==> src/rtl/alu_seq_pkg.sv <==
//------------------------------------------------------------------------------
// Module      : alu_seq_pkg
// Description : Shared constants, state encoding and command format for the
//               ALU command sequencer.
// Revision    : 1.0 - initial release
//------------------------------------------------------------------------------
`default_nettype none

package alu_seq_pkg;

  localparam int DATA_W    = 4;
  localparam int SEL_W     = 3;
  localparam int NREG      = 4;
  localparam int REG_IDX_W = $clog2(NREG);

  typedef enum logic [1:0] {
    IDLE = 2'd0,
    EXEC = 2'd1,
    WB   = 2'd2
  } state_t;

  localparam logic [SEL_W-1:0] OP_ADD = 3'b000;
  localparam logic [SEL_W-1:0] OP_SUB = 3'b001;
  localparam logic [SEL_W-1:0] OP_AND = 3'b010;
  localparam logic [SEL_W-1:0] OP_OR  = 3'b011;
  localparam logic [SEL_W-1:0] OP_XOR = 3'b100;

  typedef struct packed {
    logic [SEL_W-1:0]     sel;
    logic [REG_IDX_W-1:0] src_a;
    logic [REG_IDX_W-1:0] src_b;
    logic [REG_IDX_W-1:0] dst;
  } cmd_t;

endpackage

`default_nettype wire

==> src/rtl/alu_cmd_sequencer_sync_fifo.sv <==
//------------------------------------------------------------------------------
// Module      : sync_fifo
// Description : Single-clock FIFO with first-word fall-through read data.
// Revision    : 1.0 - initial release
//------------------------------------------------------------------------------
`default_nettype none

module sync_fifo #(
  parameter int WIDTH = 9,
  parameter int DEPTH = 4
) (
  input  logic                     clk,
  input  logic                     rst,
  input  logic                     push,
  input  logic [WIDTH-1:0]         wdata,
  input  logic                     pop,
  output logic [WIDTH-1:0]         rdata,
  output logic [$clog2(DEPTH):0]   count,
  output logic                     full,
  output logic                     empty
);

  localparam int AW = $clog2(DEPTH);
  localparam int CW = AW + 1;

  logic [WIDTH-1:0] r_mem [DEPTH];
  logic [AW-1:0]    r_wr_ptr;
  logic [AW-1:0]    r_rd_ptr;
  logic [CW-1:0]    r_count;
  logic             w_do_push;
  logic             w_do_pop;

  assign full      = (r_count == CW'(DEPTH));
  assign empty     = (r_count == '0);
  assign count     = r_count;
  assign rdata     = r_mem[r_rd_ptr];
  assign w_do_push = push && !full && !rst;
  assign w_do_pop  = pop && !empty && !rst;

  // DEPTH is a power of two, so the pointers wrap by natural overflow
  always_ff @(posedge clk) begin
    if (rst) begin
      r_wr_ptr <= '0;
      r_rd_ptr <= '0;
      r_count  <= '0;
    end else begin
      if (w_do_push) r_wr_ptr <= r_wr_ptr + AW'(1);
      if (w_do_pop)  r_rd_ptr <= r_rd_ptr + AW'(1);
      case ({w_do_push, w_do_pop})
        2'b10:   r_count <= r_count + CW'(1);
        2'b01:   r_count <= r_count - CW'(1);
        default: r_count <= r_count;
      endcase
    end
  end

  always_ff @(posedge clk) begin
    if (w_do_push) r_mem[r_wr_ptr] <= wdata;
  end

endmodule

`default_nettype wire

==> src/rtl/alu_cmd_sequencer.sv <==
//------------------------------------------------------------------------------
// Module      : alu_cmd_sequencer
// Description : Queues ALU commands, fetches operands from a small register
//               file, drives alu_4bit and writes its result back.
// Revision    : 1.0 - initial release
//------------------------------------------------------------------------------
`default_nettype none

module alu_cmd_sequencer
  import alu_seq_pkg::*;
#(
  parameter int DEPTH = 4
) (
  input  logic                      clk,
  input  logic                      rst,
  input  logic                      cmd_valid,
  output logic                      cmd_ready,
  input  logic [SEL_W-1:0]          cmd_sel,
  input  logic [REG_IDX_W-1:0]      cmd_src_a,
  input  logic [REG_IDX_W-1:0]      cmd_src_b,
  input  logic [REG_IDX_W-1:0]      cmd_dst,
  input  logic                      wr_en,
  input  logic [REG_IDX_W-1:0]      wr_addr,
  input  logic [DATA_W-1:0]         wr_data,
  output logic [DATA_W-1:0]         alu_a,
  output logic [DATA_W-1:0]         alu_b,
  output logic [SEL_W-1:0]          alu_sel,
  input  logic [DATA_W-1:0]         alu_result,
  output logic                      done_valid,
  output logic [REG_IDX_W-1:0]      done_dst,
  output logic [DATA_W-1:0]         done_data,
  output logic                      busy,
  output logic [$clog2(DEPTH):0]    fifo_count
);

  cmd_t                  w_cmd_in;
  cmd_t                  w_cmd_head;
  logic                  w_full;
  logic                  w_empty;
  logic                  w_push;
  logic                  w_pop;
  state_t                r_state;
  logic [DATA_W-1:0]     r_regs [NREG];
  logic [REG_IDX_W-1:0]  r_dst_q;

  assign w_cmd_in = '{sel: cmd_sel, src_a: cmd_src_a, src_b: cmd_src_b, dst: cmd_dst};

  // Full blocks a push even when a pop frees a slot on the same edge
  assign cmd_ready = !rst && !w_full;
  assign w_push    = cmd_valid && cmd_ready;
  assign w_pop     = !rst && !w_empty && ((r_state == IDLE) || (r_state == WB));
  assign busy      = (r_state != IDLE) || !w_empty;

  sync_fifo #(
    .WIDTH ($bits(cmd_t)),
    .DEPTH (DEPTH)
  ) u_cmd_fifo (
    .clk   (clk),
    .rst   (rst),
    .push  (w_push),
    .wdata (w_cmd_in),
    .pop   (w_pop),
    .rdata (w_cmd_head),
    .count (fifo_count),
    .full  (w_full),
    .empty (w_empty)
  );

  always_ff @(posedge clk) begin
    if (rst) begin
      r_state    <= IDLE;
      r_dst_q    <= '0;
      alu_a      <= '0;
      alu_b      <= '0;
      alu_sel    <= '0;
      done_valid <= 1'b0;
      done_dst   <= '0;
      done_data  <= '0;
      for (int i = 0; i < NREG; i++) r_regs[i] <= '0;
    end else begin
      done_valid <= 1'b0;
      if (wr_en) r_regs[wr_addr] <= wr_data;
      case (r_state)
        IDLE, WB: begin
          // Operand reads see pre-edge register contents
          if (w_pop) begin
            alu_a   <= r_regs[w_cmd_head.src_a];
            alu_b   <= r_regs[w_cmd_head.src_b];
            alu_sel <= w_cmd_head.sel;
            r_dst_q <= w_cmd_head.dst;
            r_state <= EXEC;
          end else begin
            r_state <= IDLE;
          end
        end
        EXEC: begin
          // Later assignment overrides a same-index host write
          r_regs[r_dst_q] <= alu_result;
          done_valid      <= 1'b1;
          done_dst        <= r_dst_q;
          done_data       <= alu_result;
          r_state         <= WB;
        end
        default: r_state <= IDLE;
      endcase
    end
  end

endmodule

`default_nettype wire

==> config.mk <==
export PLATFORM = sky130hd
export DESIGN_NAME = alu_cmd_sequencer
export DESIGN_NICKNAME = d
export VERILOG_FILES = /design/src/rtl/alu_seq_pkg.sv /design/src/rtl/alu_cmd_sequencer_sync_fifo.sv /design/src/rtl/alu_cmd_sequencer.sv
export SDC_FILE = /design/constraint.sdc
export NUM_CORES = 1
export LEC_CHECK = 0
export ABC_AREA = 1
export CORE_UTILIZATION = 34
export DETAILED_ROUTE_END_ITERATION = 10
export PLACE_DENSITY = 0.49
export SETUP_SLACK_MARGIN = 0.2
export SLEW_MARGIN = 20
export SYNTH_ARGS = -nofsm -noshare
export SYNTH_HDL_FRONTEND = slang
export SYNTH_HIERARCHICAL = 1
export SYNTH_SLANG_ARGS = --single-unit
==> constraint.sdc <==
create_clock -name clk -period 2.4 [get_ports clk]
set_input_delay 0.48 -clock clk [delete_from_list [all_inputs] [get_ports clk]]
set_output_delay 0.48 -clock clk [all_outputs]
set_load 0.02 [all_outputs]
==> metrics.yaml <==
outcome:
  status: "finished clean"
drt:
  drcViolationCount: 0
  via_per_inst: 4.63
  drtAntennaViolNets: 0
  drtIter0Drc: 129
  dr.pass1.iters: 4
  wl_per_cell_um: 13.8
  routed_wirelength_mm: 8.42
  vias: 2818
pwr:
  combPwrFrac: 0.116
  p_per_area_nw_per_um2: 671
  p_sw_frac: 0.253
  seqPwrFrac: 0.496
  power_uw: 3260
  irDropWorstVdd_uv: 389
  p_sw_uw: 824
  leakagePower_uw: 0.00192
  internal_power_uw: 2440
  pwr-share-clk: 0.387
cells_and_area:
  area_delta_synth_final_pct: 23.3
  drive_above_1_share: 0.186
  diodes: 0
  stdcell_count: 608
  nets: 492
grt:
  grt_max_degree: 24
  antenna_found_initial: 0
  gr-total-overflow: 0
  grt_pass1_vias: 2663
  grt_use_total: 0.152
  grt_pass1_wl_mm: 13.6
clock_network:
  postCtsSetupBuffers: 0
  cts.sinks: 83
  cts_tree: "done"
  h-tree-depth: 3
  insertion_delay_ps: 330
  ctsHoldBuffers: 0
  cts_buffers: 9
  cts-root-buf: "clkbuf_16"
  clk_pin_slew_ps: 60
  clk_path_buf_depth: 2
timing:
  drv_slew: 0
  worst_slew_pin_slew_ps: 504
  setup_ws_ps: 401
  fin_crit_ps: 2000
  fmax_mhz: 500
  fin_worst_skew_ps: 5.81
  rsz0062_at_grt: "no"
  fin_crit_sh: 0.833
  setup_viol: 0
  hold_slack_ps: 463
  hold_viol: 0
  max_slew_margin: 0.663
place:
  pre_cts_ws_ps: -32.8
  numPortBuffers: 45
  dpl.cell_count: 592
  post-dp-hpwl_mm: 6.23
  gp_congestion: 0.851
floorplan:
  start_util: 0.356
  io_pins: 46
  die-area_um2: 12000
  core_um2: 11100
  die_x_um: 110
  rows: 38
  die_y_um: 110
synth:
  synth_nets: 434
  yosysWarningCount: 6
  synth_top_area_cell: "edfxtp_1"
  synth.top_cell.area_share: 0.396
  avgSynthCellArea_um2: 9.74
  ys_top_cells_by_area: "edfxtp_1, dfxtp_1, nand2_1"
  ys_seq_area_frac: 0.553
  ys_ff_latch: 83
  netlist_instances: 405
  synthesis.area_um2: 3940
  ys_types: 32
setup_path:
  critPathMaxFanout: 5
  crit_type: "reg2reg"
  critPathArrivalTime_ps: 2230
  endpoint_kind: "register"
  required_ps: 2630
  cp-start-kind: "register"
hold_path:
  hold_class: "reg2reg"
run:
  drv_cap: 0
-- power by group through the flow --
| stage | Sequential (µW) | Combinational [µW] | Clock [µW] |
|---|---|---|---|
| floorplan | 1660 | 208 | 0 |
| global placement | 1650 | 382 | 0 |
| detailed placement | 1650 | 387 | 0 |
| CTS | 1620 | 386 | 1310 |
| global route | 1620 | 418 | 1370 |
| finish | 1620 | 380 | 1260 |
-- synthesized netlist by cell type (all sizes together) --
library cell	count
nand2	93
nor2	57
o22ai	9
nand4	14
ha	5
fa	1
nand3	58
nor3b	1
clkinv	1
a21oi	6
buf	14
o211ai	2
dfxtp	31
inv	34
edfxtp	52
o21ai	27
-- layer usage --
layer	vias up	wire length (µm)	share of wire	global-route usage
met4	0	57	0.0068	0.0352
li1	1490	-	-	-
met5	-	0	0	0
met1	1275	4120	0.49	0.203
met2	48	3960	0.47	0.248
met3	5	279	0.033	0.0403
-- placed cells by master, fill, tap and decap left out, drive strengths merged --
master         count
nand2             93
nor3b              1
nor2              57
a21oi              6
dlymetal6s2s       1
nand4             14
ha                 5
o21ai             27
edfxtp            52
dfxtp             31
inv               35
clkinv             5
o22ai              9
dlygate4sd2        2
buf               16
clkinvlp           2
clkbuf             9
o211ai             2
clkdlybuf4s50     42
fa                 1
nand3             58
-- timing repair --
item,CTS,global route
hold endpoints to repair,0,0
endpoints found under the setup margin,2,1
gates cloned,0,0
resized for setup,2,5
-- sequential cells by signal, summed over array words and instances, names as in the netlist, 3 cells and up, named ones only --
register	count
done_data	4
alu_b	4
r_regs	16
u_cmd_fifo/r_mem	36
alu_sel	3
u_cmd_fifo/count	3
alu_a	4
-- final timing paths --
path | from | slack (ps) | end | cells past startpoint
setup reg to reg | u_cmd_fifo/count[2]$_SDFFE_PP0P_ | 400 | u_cmd_fifo/count[2]$_SDFFE_PP0P_ | 17
hold / removal | alu_sel[0]$_SDFFE_PP0P_ | 460 | alu_sel[0]$_SDFFE_PP0P_ | 2
setup / recovery | u_cmd_fifo/count[2]$_SDFFE_PP0P_ | 400 | u_cmd_fifo/count[2]$_SDFFE_PP0P_ | 17
hold reg to reg | alu_sel[0]$_SDFFE_PP0P_ | 460 | alu_sel[0]$_SDFFE_PP0P_ | 2
-- stage by stage --
stage	setup TNS (ps)	instance area, µm²	utilization
after detailed placement	-59.1	4580	0.413
after global routing	0	4860	0.439
after floorplan	0	3950	-
after global placement	0	4580	0.413
final	0	4860	0.439
after CTS	0	4850	0.438
-- logic make-up (layout without fill, tap and decap cells) --
logic type | count (synthesis) | after routing | share of synthesized area
buffers and inverters | 49 | 112 | 0.0676
AND/OR/NAND/NOR | 223 | 223 | 0.281
flip-flops | 83 | 83 | 0.553
adder cells (fa/ha/maj) | 6 | 6 | 0.0209
AO/OA/AOI/OAI | 44 | 44 | 0.0771
-- area by class of cell --
type | count | area [µm²]
Clock inverter | 7 | 53.8
Tap cell | 140 | 175
Timing Repair Buffer | 61 | 571
Clock buffer | 9 | 225
Fill cell | 1101 | 6220
Multi-Input combinational cell | 273 | 1500
Sequential cell | 83 | 2190
Inverter | 35 | 146
-- worst max-delay path: stages (launching register included) --
cell	delay [ps]
dfxtp_4	370
inv_2	60
nand2_4	90
inv_1	90
nor2_4	110
nand2_4	60
inv_4	50
nand2_1	40
nor2_1	90
ha_1	160
inv_1	60
fa_1	380
inv_1	70
nand2_1	50
nand3_1	70
nand2_1	60
nand2_1	50
nor2_1	40
Note: power is estimated with default switching activity, not from simulation.
